## src/rtl/ped_if.sv

```systemverilog
// Crosswalk request bus: raw button and controller lamps in, go/WAIT lamp out.
// The slave side is the request front end. The master side is whatever drives the lamps.
interface ped_if;
  logic btn;
  logic tg;
  logic pg;
  logic go;
  logic wait_lamp;

  modport master (
    output btn, tg, pg,
    input  go, wait_lamp
  );

  modport slave (
    input  btn, tg, pg,
    output go, wait_lamp
  );
endinterface

```

## src/rtl/ped_request.sv

```systemverilog
// Pedestrian request front end: synchronize and debounce the button, hold off go until
// traffic has had its minimum green time, then follow the controller lamps to close out.
module ped_request #(
  parameter int DEBOUNCE_CYCLES  = 1000000,
  parameter int MIN_GREEN_CYCLES = 500000000
) (
  input  logic  clk,
  input  logic  rst_n,
  ped_if.slave  bus
);

  localparam int DB_W = (DEBOUNCE_CYCLES > 1) ? $clog2(DEBOUNCE_CYCLES) : 1;
  localparam int GR_W = $clog2(MIN_GREEN_CYCLES + 1);
  localparam logic [DB_W-1:0] DB_LAST = DB_W'(DEBOUNCE_CYCLES - 1);
  localparam logic [GR_W-1:0] GR_FULL = GR_W'(MIN_GREEN_CYCLES);

  typedef enum logic [1:0] {
    IDLE    = 2'd0,
    PENDING = 2'd1,
    ISSUED  = 2'd2,
    SERVING = 2'd3
  } state_t;

  logic            btn_p0;
  logic            btn_s;
  logic            btn_db;
  logic            btn_db_q;
  logic            press;
  logic [DB_W-1:0] db_cnt;
  logic [GR_W-1:0] green_cnt;
  logic            green_ok;

  state_t state, state_nxt;
  logic   rearm, rearm_nxt;
  logic   pg_done, pg_done_nxt;
  logic   pg_seen, pg_seen_nxt;
  logic   pg_q;
  logic   go_r, go_nxt;
  logic   wait_r, wait_nxt;

  // Stage p0/p1: two-flop synchronizer, then debounce and a one-cycle press pulse
  always_ff @(posedge clk or negedge rst_n) begin
    if (!rst_n) begin
      btn_p0   <= 1'b0;
      btn_s    <= 1'b0;
      btn_db   <= 1'b0;
      btn_db_q <= 1'b0;
      press    <= 1'b0;
      db_cnt   <= '0;
    end else begin
      btn_p0   <= bus.btn;
      btn_s    <= btn_p0;
      if (btn_s == btn_db) begin
        db_cnt <= '0;
      end else if (db_cnt == DB_LAST) begin
        btn_db <= btn_s;
        db_cnt <= '0;
      end else begin
        db_cnt <= db_cnt + 1'b1;
      end
      btn_db_q <= btn_db;
      press    <= btn_db & ~btn_db_q;
    end
  end

  // Green timer saturates so a long green never wraps back below the threshold
  always_ff @(posedge clk or negedge rst_n) begin
    if (!rst_n) begin
      green_cnt <= '0;
    end else if (!bus.tg) begin
      green_cnt <= '0;
    end else if (green_cnt != GR_FULL) begin
      green_cnt <= green_cnt + 1'b1;
    end
  end

  assign green_ok = (green_cnt == GR_FULL);

  // Request FSM and registered outputs
  always_ff @(posedge clk or negedge rst_n) begin
    if (!rst_n) begin
      state   <= IDLE;
      rearm   <= 1'b0;
      pg_done <= 1'b0;
      pg_seen <= 1'b0;
      pg_q    <= 1'b0;
      go_r    <= 1'b0;
      wait_r  <= 1'b0;
    end else begin
      state   <= state_nxt;
      rearm   <= rearm_nxt;
      pg_done <= pg_done_nxt;
      pg_seen <= pg_seen_nxt;
      pg_q    <= bus.pg;
      go_r    <= go_nxt;
      wait_r  <= wait_nxt;
    end
  end

  always_comb begin
    state_nxt   = state;
    rearm_nxt   = rearm;
    pg_done_nxt = pg_done;
    pg_seen_nxt = pg_seen;
    case (state)
      IDLE:    if (press) state_nxt = PENDING;
      PENDING: if (bus.tg && green_ok) state_nxt = ISSUED;
      ISSUED:  if (!bus.tg) state_nxt = SERVING;
      SERVING: begin
        if (bus.tg) begin
          state_nxt = rearm ? PENDING : IDLE;
        end else begin
          if (pg_q && !bus.pg) pg_done_nxt = 1'b1;
          if (bus.pg)          pg_seen_nxt = 1'b1;
          if (press && pg_done) rearm_nxt  = 1'b1;
        end
      end
      default: state_nxt = IDLE;
    endcase

    // Serving bookkeeping only lives while serving; presses elsewhere are absorbed
    if (state_nxt != SERVING) begin
      rearm_nxt   = 1'b0;
      pg_done_nxt = 1'b0;
      pg_seen_nxt = 1'b0;
    end

    go_nxt   = (state_nxt == ISSUED);
    wait_nxt = (state_nxt == PENDING) || (state_nxt == ISSUED) ||
               ((state_nxt == SERVING) && (rearm_nxt || !pg_seen_nxt));
  end

  assign bus.go        = go_r;
  assign bus.wait_lamp = wait_r;

endmodule

```

## src/flat_wrapper.sv

```systemverilog
// flat-port wrapper written by rule: the top's interface ports become plain ports
module ped_request_flat 
#(
  parameter int DEBOUNCE_CYCLES  = 1000000,
  parameter int MIN_GREEN_CYCLES = 500000000
)
  (clk, rst_n, bus_btn, bus_tg, bus_pg, bus_go, bus_wait_lamp);
  ped_if bus_i ();
  input  logic clk;
  input  logic rst_n;
  input wire logic [$bits(bus_i.btn)-1:0] bus_btn;
  input wire logic [$bits(bus_i.tg)-1:0] bus_tg;
  input wire logic [$bits(bus_i.pg)-1:0] bus_pg;
  output wire logic [$bits(bus_i.go)-1:0] bus_go;
  output wire logic [$bits(bus_i.wait_lamp)-1:0] bus_wait_lamp;
  assign bus_i.btn = bus_btn;
  assign bus_i.tg = bus_tg;
  assign bus_i.pg = bus_pg;
  assign bus_go = bus_i.go;
  assign bus_wait_lamp = bus_i.wait_lamp;
  ped_request #(.DEBOUNCE_CYCLES(DEBOUNCE_CYCLES), .MIN_GREEN_CYCLES(MIN_GREEN_CYCLES)) u_core (.clk(clk), .rst_n(rst_n), .bus(bus_i));
endmodule
```

## config.mk

```make
export PLATFORM = sky130hd
export DESIGN_NAME = ped_request_flat
export DESIGN_NICKNAME = d
export VERILOG_FILES = /design/src/rtl/ped_if.sv /design/src/rtl/ped_request.sv /design/src/flat_wrapper.sv
export SDC_FILE = /design/constraint.sdc
export NUM_CORES = 1
export LEC_CHECK = 0
export CAP_MARGIN = 0
export CORE_MARGIN = 3
export CORE_UTILIZATION = 29
export CTS_CLUSTER_DIAMETER = 50
export DETAILED_ROUTE_END_ITERATION = 10
export HOLD_SLACK_MARGIN = 0.03
export PLACE_DENSITY = 0.49
export SLEW_MARGIN = 0
export SYNTH_ARGS = -nofsm -noshare
export SYNTH_HDL_FRONTEND = slang
export SYNTH_SLANG_ARGS = --single-unit
```

## constraint.sdc

```tcl
create_clock -name clk -period 5.4 [get_ports clk]
set_input_delay 0.54 -clock clk [delete_from_list [all_inputs] [get_ports clk]]
set_output_delay 0.54 -clock clk [all_outputs]
set_load 0.05 [all_outputs]
```

### Yosys cells after proc, flatten, opt, wreduce, memory -nomap -nowiden

Index checks and enable logic that the tools add are counted.

* equal/unequal tests: 13
* add/sub/neg operators: 2
* bitwise logic cells: 3
* multiplexer cells: 22
* reduce and logical (&&, ||, !) cells: 14

Operators by type and width (number)
* two-way mux 29 bit: 2
* two-way mux 20 bit: 2
* adder 29 x 1 -> 29 bit (second input constant): 1
* equality test 29 bit (second input constant): 1
* != test 29 bit (second input constant): 1
* adder 20 x 1 -> 20 bit (second input constant): 1
* equality test 20 bit (second input constant): 1
* two-way mux 1 bit: 13
* equality test 2 bit (second input constant): 4
* two-way mux 2 bit: 4
* case mux 2 bit (4 select lines): 1
* equality test 2 x 1 -> 1 bit (second input constant): 2
* logical AND 1 bit: 4
* != test 2 x 1 -> 1 bit (second input constant): 2
* nonzero test 2 bit: 2
* logical OR 1 bit: 3
* AND reduction 3 bit: 1
* logical NOT 1 bit: 2
* logical NOT 2 bit: 1
* != test 2 bit (second input constant): 1
* NOT 1 bit: 2
* AND reduction 2 bit: 1
* AND 1 bit: 1
* equality test 1 bit: 1

* word-level logic and storage cells: 68
* bits of input ports: 5
* output and inout bits: 2
* register bits: 62

### Logic depth before layout (Yosys ltp)

Gate-level depths: netlist (run 1).

* depth after elaboration: 10
* depth in mapped cells: 9
* mapped depth without buffers: 9

### Least setup slack after synthesis (run 1)

No wires, ideal clock.

* path kind: flip-flop to flip-flop
* from: register u_core.green_cnt[0]
* to: register u_core.wait_r (netlist: u_core.bus.wait_lamp)
* path buffers: 0
* cell stages (with the launch flop): 10
* path slack: 3.339 ns
* clock period less this slack: 2.061 ns
* data required time: 5.276 ns
* library setup time: 0.124 ns
* arrival time: 1.937 ns
* cells stage by stage: dfrtp_1 inv_1 ha_1 nor3b_1 and4_1 nand4_1 nor2b_1 ha_1 o21a_1 a211o_1

* elaborated cells between the ends (all ways): 15
* those cells by class: eq/ne (5); mux (4); reduce/logical (6)

RTL lines
* start, declared: RTL line ped_request.sv:30 `logic [GR_W-1:0] green_cnt;`
* start signal, assigned: RTL line ped_request.sv:73 `green_cnt <= green_cnt + 1'b1;`
* equality test 29 bit: RTL line ped_request.sv:77 `assign green_ok = (green_cnt == GR_FULL);`
* logical AND 1 bit: RTL line ped_request.sv:107 `PENDING: if (bus.tg && green_ok) state_nxt = ISSUED;`
* two-way mux 2 bit: RTL line ped_request.sv:107
* case mux 2 bit (4 select lines): RTL line ped_request.sv:105 `case (state)`
* net u_core.state_nxt[0]: RTL line ped_request.sv:33 `state_t state, state_nxt;`
* != test 2 bit: RTL line ped_request.sv:122 `if (state_nxt != SERVING) begin`
* two-way mux 1 bit: RTL line ped_request.sv:122
* net u_core.rearm_nxt: RTL line ped_request.sv:34 `logic rearm, rearm_nxt;`
* logical OR 1 bit: RTL line ped_request.sv:130 `((state_nxt == SERVING) && (rearm_nxt || !pg_seen_nxt));`
* logical AND 1 bit: RTL line ped_request.sv:130
* logical OR 1 bit: RTL line ped_request.sv:129 `wait_nxt = (state_nxt == PENDING) || (state_nxt == ISSUED) ||`
* net u_core.wait_nxt: RTL line ped_request.sv:39 `logic wait_r, wait_nxt;`
* end signal, assigned: RTL line ped_request.sv:96 `wait_r <= wait_nxt;`
* end, declared: RTL line ped_request.sv:39

The timed path passes the listed nets, and every way through them passes these cells.
A chain may end at the register's enable or synchronous reset.

### Worst setup path in the final report (run 1)

* from: input port bus_tg
* to: register u_core.wait_r (netlist: u_core.bus.wait_lamp)

* elaborated cells between the ends (all ways): 20
* those cells by class: eq/ne (4); mux (10); reduce/logical (6)

RTL lines
* start, declared: RTL line flat_wrapper.sv:12 `input wire logic [$bits(bus_i.tg)-1:0] bus_tg;`
* logical AND 1 bit: RTL line ped_request.sv:107
* two-way mux 2 bit: RTL line ped_request.sv:107
* case mux 2 bit (4 select lines) (*): RTL line ped_request.sv:105
* net u_core.state_nxt[0]: RTL line ped_request.sv:33
* != test 2 bit (*): RTL line ped_request.sv:122
* two-way mux 1 bit (*): RTL line ped_request.sv:122
* net u_core.rearm_nxt: RTL line ped_request.sv:34
* logical OR 1 bit (*): RTL line ped_request.sv:130
* logical AND 1 bit (*): RTL line ped_request.sv:130
* logical OR 1 bit (*): RTL line ped_request.sv:129
* net u_core.wait_nxt: RTL line ped_request.sv:39

The timed path passes the listed nets; every way through them passes the cells marked *.

==> metrics.md, run 1 <==
| Metric | Value |
|---|---|
| GRT Resource Usage Total | `a little over a tenth` |
| Hold WC Path Type | `reg2reg` |
| R2R depth | `9` |
| Max Cap Viol | `0` |
| Period utilisation layout | `49.1%` |
| Clk pin slew, worst setup/hold paths | `around 0.07 ns` |
| Crit path kind | `in2reg` |
| Area of the core | `~10,000 um2` |
| Root buf cell | `clkbuf_8` |
| WP data arrival | `2.88 ns` |
| Mean routed wirelength per cell | `about 13 um` |
| Total Wirelength | `about 6000 um` |
| Avg Inst Size Synth | `between 10 and 15 um2` |
| Leakage | `~0.0014 uW` |
| Final HPWL DP | `roughly 4000 um` |
| Cell Pwr Density | `approximately 300 nW/um2` |
| DRT iter0 DRCs | `about 120` |
| Yosys warning count | `0` |
| Clock latency on the worst-skew pair | `0.34 ns` |
| Nets | `331` |
| Post-synthesis compound-gate area fraction | `a little over a tenth` |
| Hold Crit Endpoint | `u_core.btn_s$_DFF_PN0_` |
| Inserted Diodes | `0` |
| Met1 wire length | `~3000 um` |
| Clock Skews | `about 0.0063 ns` |
| DIE HEIGHT | `between 100 and 150 um` |
| Synth area leader | `dfrtp_1` |
| Cell Rows | `37` |
| Mux share of post-synthesis cell area | `1.36%` |
| Routed length on met3 | `about 160 um` |
| Worst hold stages | `0` |
| Final design utilization | `approximately a third` |
| CTS tree | `built` |
| Antenna-violating nets left | `0` |
| R2R setup slack | `approximately 3.0 ns` |
| F_max | `approximately 0.38 GHz` |
| Ports | `7` |
| FFs w/ async S/R, synth | `100%` |
| Final setup TNS | `0 ns` |
| Reg-to-Reg Start | `u_core.green_cnt[0]$_DFFE_PN0N_` |
| Initial antenna violation count | `0` |
| Post-synth cell types | `between 40 and 50` |
| Simple-gate share of the synthesized area | `roughly 27%` |
| First-pass GRT wire length | `10,400 um` |
| Top FF cell, synth | `dfrtp_1` |
| Number of synthesized flops with an enable pin | `0` |
| Actual slew at the worst max-slew pin | `0.933 ns` |
| Share of the synthesized area in the top cell type | `49.6%` |
| Max H-tree Level | `3` |
| Synth top area cells | `dfrtp_1, a21oi_1, xnor2_1` |
| Vias per cell | `just under 5` |
| Syn nets | `320` |
| Gpl congestion | `between 0.7 and 0.8` |
| Residual DRC | `0` |
| Starting Density | `30.0%` |
| CP Launch Type | `primary input` |
| Worst vdd ir | `158 uV` |
| Post-cts resize count | `0` |
| WHS | `about 0.35 ns` |
| CP Capture Type | `register` |
| Status | `complete, no violations` |
| Hold buffer count at CTS | `0` |
| Seq/Total Area, Yosys | `between 40 and 50%` |
| PortBufs | `6` |
| CP max FO | `29` |
| Synthesized cell area | `between 3000 and 4000 um2` |
| Reg2Reg Capture Point | `u_core.bus.wait_lamp$_DFF_PN0_` |
| Overall die area | `~12,000 um2` |
| Top Metal Used | `met4` |
| Area grow syn2layout | `14.0%` |
| Clock sink total | `slightly above 60` |
| Die width | `~110 um` |
| Clock Path Buffers | `2` |
| GRT overflow | `0` |
| Flops & latches, synth | `62` |
| Hold Vio Cnt, Final | `0` |
| CP required | `between 5 and 6 ns` |
| Minimum clock period after layout | `2.65 ns` |
| Post-Synthesis Cells | `310` |
| Total number of vias | `between 2,000 and 2,500` |
| Vias in the first global route | `2,209` |
| Met2 WL post-DR | `between 2000 and 3000 um` |
| Final max-slew violation count | `0` |
| Min-delay src | `u_core.btn_p0$_DFF_PN0_` |
| Post-CTS setup buffer count | `0` |
| Post-Synth Adder-Cell Area | `2.00%` |
| Post-Synth XOR/XNOR Area | `5.88%` |
| Total CTS buffers | `9` |
| Largest net degree at the start of global routing | `63` |
| Pre-Repair DR Iteration Count | `4` |
| Combinational family with the most area after synthesis | `simple AND/OR/NAND/NOR gates` |
| Share of layout cells above drive strength 1 | `8.59%` |
| Unrepaired setup endpoints after global routing | `false` |
| Max transition margin | `a little under two fifths` |
| # setup viols final | `0` |
[worst max-delay path, stage by stage]
cell and delay (ns):
clkdlybuf4s50_1 0.57, inv_1 0.43, mux2_2 0.44, o32ai_1 0.14
nor2b_1 0.12, ha_1 0.25, o21a_1 0.12, a211o_1 0.26
[registers in the layout, indices dropped and copies added (netlist names)]
register and cells:
u_core.btn_s 1, u_core.pg_done 1, u_core.pg_seen 1, u_core.db_cnt 20, u_core.green_cnt 29, u_core.pg_q 1, u_core.state 2, u_core.btn_db_q 1
u_core.btn_db 1, u_core.btn_p0 1, u_core.bus.go 1, u_core.bus.wait_lamp 1, u_core.rearm 1, u_core.press 1
[cell usage in the layout (no fill, tap or decap), types with 8 or more instances in the layout]
cell type,n
and4_1,8
or4_1,10
xnor2_1,13
dfrtp_1,62
clkbuf_8,10
nand2_1,15
a21oi_1,27
o31ai_1,10
nand4_1,13
nand3_1,13
nor2_1,25
inv_1,15
or3_1,10
xor2_1,8
o21ai_0,14
[report_power, final]
group / switching, uW / total [uW] / internal (uW) / leakage, uW
registers: 8.57 / 485 / 477 / 0.000850
logic: 44.9 / 68.7 / 23.9 / 0.000431
clock network: 183 / 504 / 320 / 0.000120
[worst max path at each step]
stage	cells after the start	end	from	slack, ns
global route	8	u_core.bus.wait_lamp$_DFF_PN0_	bus_tg	2.58
finish	8	u_core.bus.wait_lamp$_DFF_PN0_	bus_tg	2.75
global placement	8	u_core.bus.wait_lamp$_DFF_PN0_	bus_tg	2.41
detailed placement	8	u_core.bus.wait_lamp$_DFF_PN0_	bus_tg	2.36
CTS	8	u_core.bus.wait_lamp$_DFF_PN0_	bus_tg	2.72
floorplan	9	u_core.bus.wait_lamp$_DFF_PN0_	u_core.green_cnt[0]$_DFFE_PN0N_	3.34
[layout make-up]
cell class	count	area (um2)
clock inverters	5	106
inverters	15	56.3
flip-flops and latches	62	1550
clock buffers	11	141
fillers	1035	6850
repair buffers	8	70.1
multi-input cells	225	1470
well taps	136	170
[kinds of logic (layout without fill, tap and decap cells)]
group,count (synthesis),after routing
AND/OR/NAND/NOR,138,138
flip-flops,62,62
AO/OA/AOI/OAI,57,57
buffers and inverters,23,39
XOR/XNOR,21,21
adder cells (fa/ha/maj),5,5
multiplexers,4,4
[layer usage]
layer  global-route usage [%]  up-vias
li1                         -     1152
met4                     3.65        0
met5                        0        -
met3                     3.58        7
met1                     14.3     1100
met2                     17.2       17
[metrics by stage]
stage	cell area, um2	std cells	setup WS, ns	total power [uW]
floorplan	3130	310	3.34	535
global placement	3320	446	2.41	564
detailed placement	3320	446	2.36	565
CTS	3560	462	2.72	1080
global route	3560	462	2.58	1100
finish	3560	462	2.75	1060
[synthesized netlist by cell type, drive strengths merged, types with 3 or more instances]
master	count
a21oi	28
and2	3
and3	5
and4	8
buf	5
clkbuf	3
dfrtp	62
ha	5
inv	15
nand2	15
nand2b	5
nand3	15
nand4	15
nor2	25
nor2b	6
nor3	6
nor4	4
nor4b	3
o21ai	14
o31ai	11
or3	12
or4	11
xnor2	13
xor2	8
No activity file was read; power rests on OpenSTA's default activity.
==> run 2: changes to the inputs <==
Clock period 5.4 ns to 2.8 ns, I/O delays scaled along.
==> run 2 against run 1 <==
Clock power rose by 39%. Critical path type is now reg2reg. Worst hold slack improved by 0.014 ns. Non-clock buffer count rose by 6. Power rose by 68%. Largest cell class unchanged. Wire length rose by 6.1%. Critical path depth rose by 1. Count of clock-buffer cells in the layout fell by 2. Clock skew rose by 0.0018 ns.
==> metrics.md, run 2 (synthesis gave the netlist of run 1 again) <==
| Metric | Value |
|---|---|
| Status | `complete, no violations` |
| GRT Resource Usage Total | `11.8% (+0.83 points)` |
| CP Launch Type | `register` |
| Most frequent cells in the layout | `dfrtp_1, a21oi_1, nor2_1` |
| Most flop-heavy register | `u_core.green_cnt` |
| Worst vdd ir | `250 uV (+58%)` |
| GRT overflow | `0 (unchanged)` |
| Final max-slew violation count | `0 (unchanged)` |
| R2R depth | `9 (unchanged)` |
| Min-delay src | `bus_btn` |
| Area grow syn2layout | `13.2%` |
| CP most frequent cell | `ha_1` |
| Final Power | `1770 uW (+68%)` |
| Max H-tree Level | `3 (unchanged)` |
| Pre-Repair DR Iteration Count | `4 (unchanged)` |
| Gpl congestion | `0.741 (-0.56%)` |
| Total number of vias | `2,362 (+3.8%)` |
| # setup viols final | `0 (unchanged)` |
| Clock Path Buffers | `2 (unchanged)` |
| Critical path cell sequence | `inv_1 -> ha_1 -> nor3b_1 -> and4_1 -> nand4_1 -> nor2b_1 -> ha_1 -> o21a_1 -> a211o_1` |
| Most common cell after layout, fill and taps aside | `dfrtp_1` |
| Cell Rows | `37 (unchanged)` |
| Biggest regs | `u_core.green_cnt (29), u_core.db_cnt (20), u_core.state (2)` |
| Clk pin slew, worst setup/hold paths | `0.08 ns (about the same)` |
| WP data arrival | `2.56 ns (-0.32 ns)` |
| Hold WC Path Type | `in2reg` |
| Root buf cell | `clkbuf_8` |
| # fillers | `1,076 (+4.0%)` |
| Final HPWL DP | `4350 um (+11%)` |
| Gr busiest metal | `met2` |
| Total CTS buffers | `9 (unchanged)` |
| Worst hold stages | `1 (+1)` |
| DIE HEIGHT | `110 um (unchanged)` |
| Unrepaired setup endpoints after global routing | `false` |
| Ports | `7 (unchanged)` |
| Clock Skews | `0.00816 ns (+0.00182 ns)` |
| Critical path's slowest cell | `dfrtp_1` |
| Minimum clock period after layout | `~2.3 ns` |
| Total Wirelength | `6370 um (+6.1%)` |
| Crit-path max cell delay | `0.42 ns (-0.15 ns)` |
| Overall die area | `12,100 um2 (unchanged)` |
| Starting Density | `30.0% (unchanged)` |
| Residual DRC | `0 (unchanged)` |
| Nets | `337 (+1.8%)` |
| Vias in the first global route | `2,277 (+3.1%)` |
| F_max | `about 0.43 GHz` |
| First-pass GRT wire length | `11,000 um (+5.9%)` |
| Met1 Usage GRT | `15.1% (+0.84 points)` |
| Area of the core | `10,400 um2 (unchanged)` |
| Share of layout cells above drive strength 1 | `10.2% (+1.7 points)` |
| PortBufs | `6 (unchanged)` |
| Initial antenna violation count | `0 (unchanged)` |
| Inserted Diodes | `0 (unchanged)` |
| Leakage | `0.00139 uW (-0.50%)` |
| CP max FO | `5 (-83%)` |
| Actual slew at the worst max-slew pin | `0.675 ns (-0.257 ns)` |
| Largest net degree at the start of global routing | `29 (-54%)` |
| Clock sink total | `62 (unchanged)` |
| Placed cells | `451 (+1.1%)` |
| Hold Vio Cnt, Final | `0 (unchanged)` |
| Max Cap Viol | `0 (unchanged)` |
| Met2 Usage GRT | `18.2% (+1.1 points)` |
| Vias per cell | `5.05 (+2.4%)` |
| Crit path kind | `reg2reg` |
| Post-route cell area | `3540 um2 (-0.70%)` |
| Max transition margin | `55.0% (+17 points)` |
| Critical path startpoint | `u_core.green_cnt[0]$_DFFE_PN0N_` |
| Cell Pwr Density | `501 nW/um2 (+69%)` |
| CTS tree | `built` |
| M3 GR Usage | `5.34% (+1.8 points)` |
| CP Capture Type | `register` |
| Antenna-violating nets left | `0 (unchanged)` |
| Reg-to-Reg Start | `u_core.green_cnt[0]$_DFFE_PN0N_` |
| DRT iter0 DRCs | `86 (-31%)` |
| Clock latency on the worst-skew pair | `0.35 ns (about the same)` |
| Die width | `110 um (unchanged)` |
| CP required | `3.04 ns (-2.59 ns)` |
| Dpl cell area | `3350 um2 (+1.1%)` |
| Period utilisation layout | `roughly 83%` |
| Mean routed wirelength per cell | `13.6 um (+4.7%)` |
| Max reg flops | `29 (unchanged)` |
| Final setup TNS | `0 ns (unchanged)` |
| Non-filler cells, final | `468 (+1.3%)` |
## run 2: changes by cell type in the layout (fill, tap and decap cells not counted), sizes merged
| cell | before | now |
|---|---|---|
| buf | 3 | 8 |
| clkinv | 1 | 5 |
| bufinv | 3 | 0 |
| clkbuf | 11 | 9 |
| clkinvlp | 1 | 2 |
| dlygate4sd3 | 0 | 1 |
## run 2: worst paths after layout
check / end / slack (ns)
min reg2reg: u_core.btn_s$_DFF_PN0_ / 0.37
max reg2reg: u_core.bus.wait_lamp$_DFF_PN0_ / 0.48
min in group asynchronous: u_core.green_cnt[25]$_DFFE_PN0N_ / 0.50
max in group asynchronous: u_core.green_cnt[14]$_DFFE_PN0N_ / 1.55
max: u_core.bus.wait_lamp$_DFF_PN0_ / 0.48
min: u_core.btn_p0$_DFF_PN0_ / 0.36
## run 2: per-stage QoR
stage / hold WS, ns / utilization, % / worst slack, ns
final: 0.364 / 34.0 / 0.480
after CTS: 0.341 / 34.0 / 0.490
after global routing: 0.341 / 34.0 / 0.272
after detailed placement: 0.350 / 32.2 / 0.521
after global placement: 0.352 / 32.2 / 0.571
after floorplan: -0.0156 / - / 0.739
## run 2: area by class of cell
cell class / count / area, um2 / area share [%]
inverter: 15 / 56.3 / 1.59
clock inverter: 7 / 51.3 / 1.45
clock buffer: 9 / 124 / 3.50
tap: 136 / 170 / 4.81
sequential: 62 / 1550 / 43.8
timing repair buffer: 14 / 118 / 3.32
multi-input combinational: 225 / 1470 / 41.5
## run 2: worst max-delay path: cells and delay by family (launching register included)
| family | cells | cell delay (ns) |
|---|---|---|
| buf+inv | 1 | 0.09 |
| simple gates | 4 | 0.93 |
| compound gates | 2 | 0.38 |
| fa+ha+maj | 2 | 0.38 |
| flops | 1 | 0.42 |
## run 2: power by group
group	total [uW]	internal, uW	switching [uW]
Sequential	936	919	16.8
Clock	702	321	381
Combinational	137	50.2	86.4
## run 2: per-layer routing
layer  wire (um)  vias to the layer above
li1            -                     1171
met1        3060                     1152
met2        3000                       34
met3         276                        5
met4          33                        0
met5           0                        -
## run 2: what timing repair did
item,CTS,global route
hold endpoints to repair,26,0
buffers inserted,0,0
hold buffers,1,0
resized for setup,0,0
setup endpoints to repair,0,0
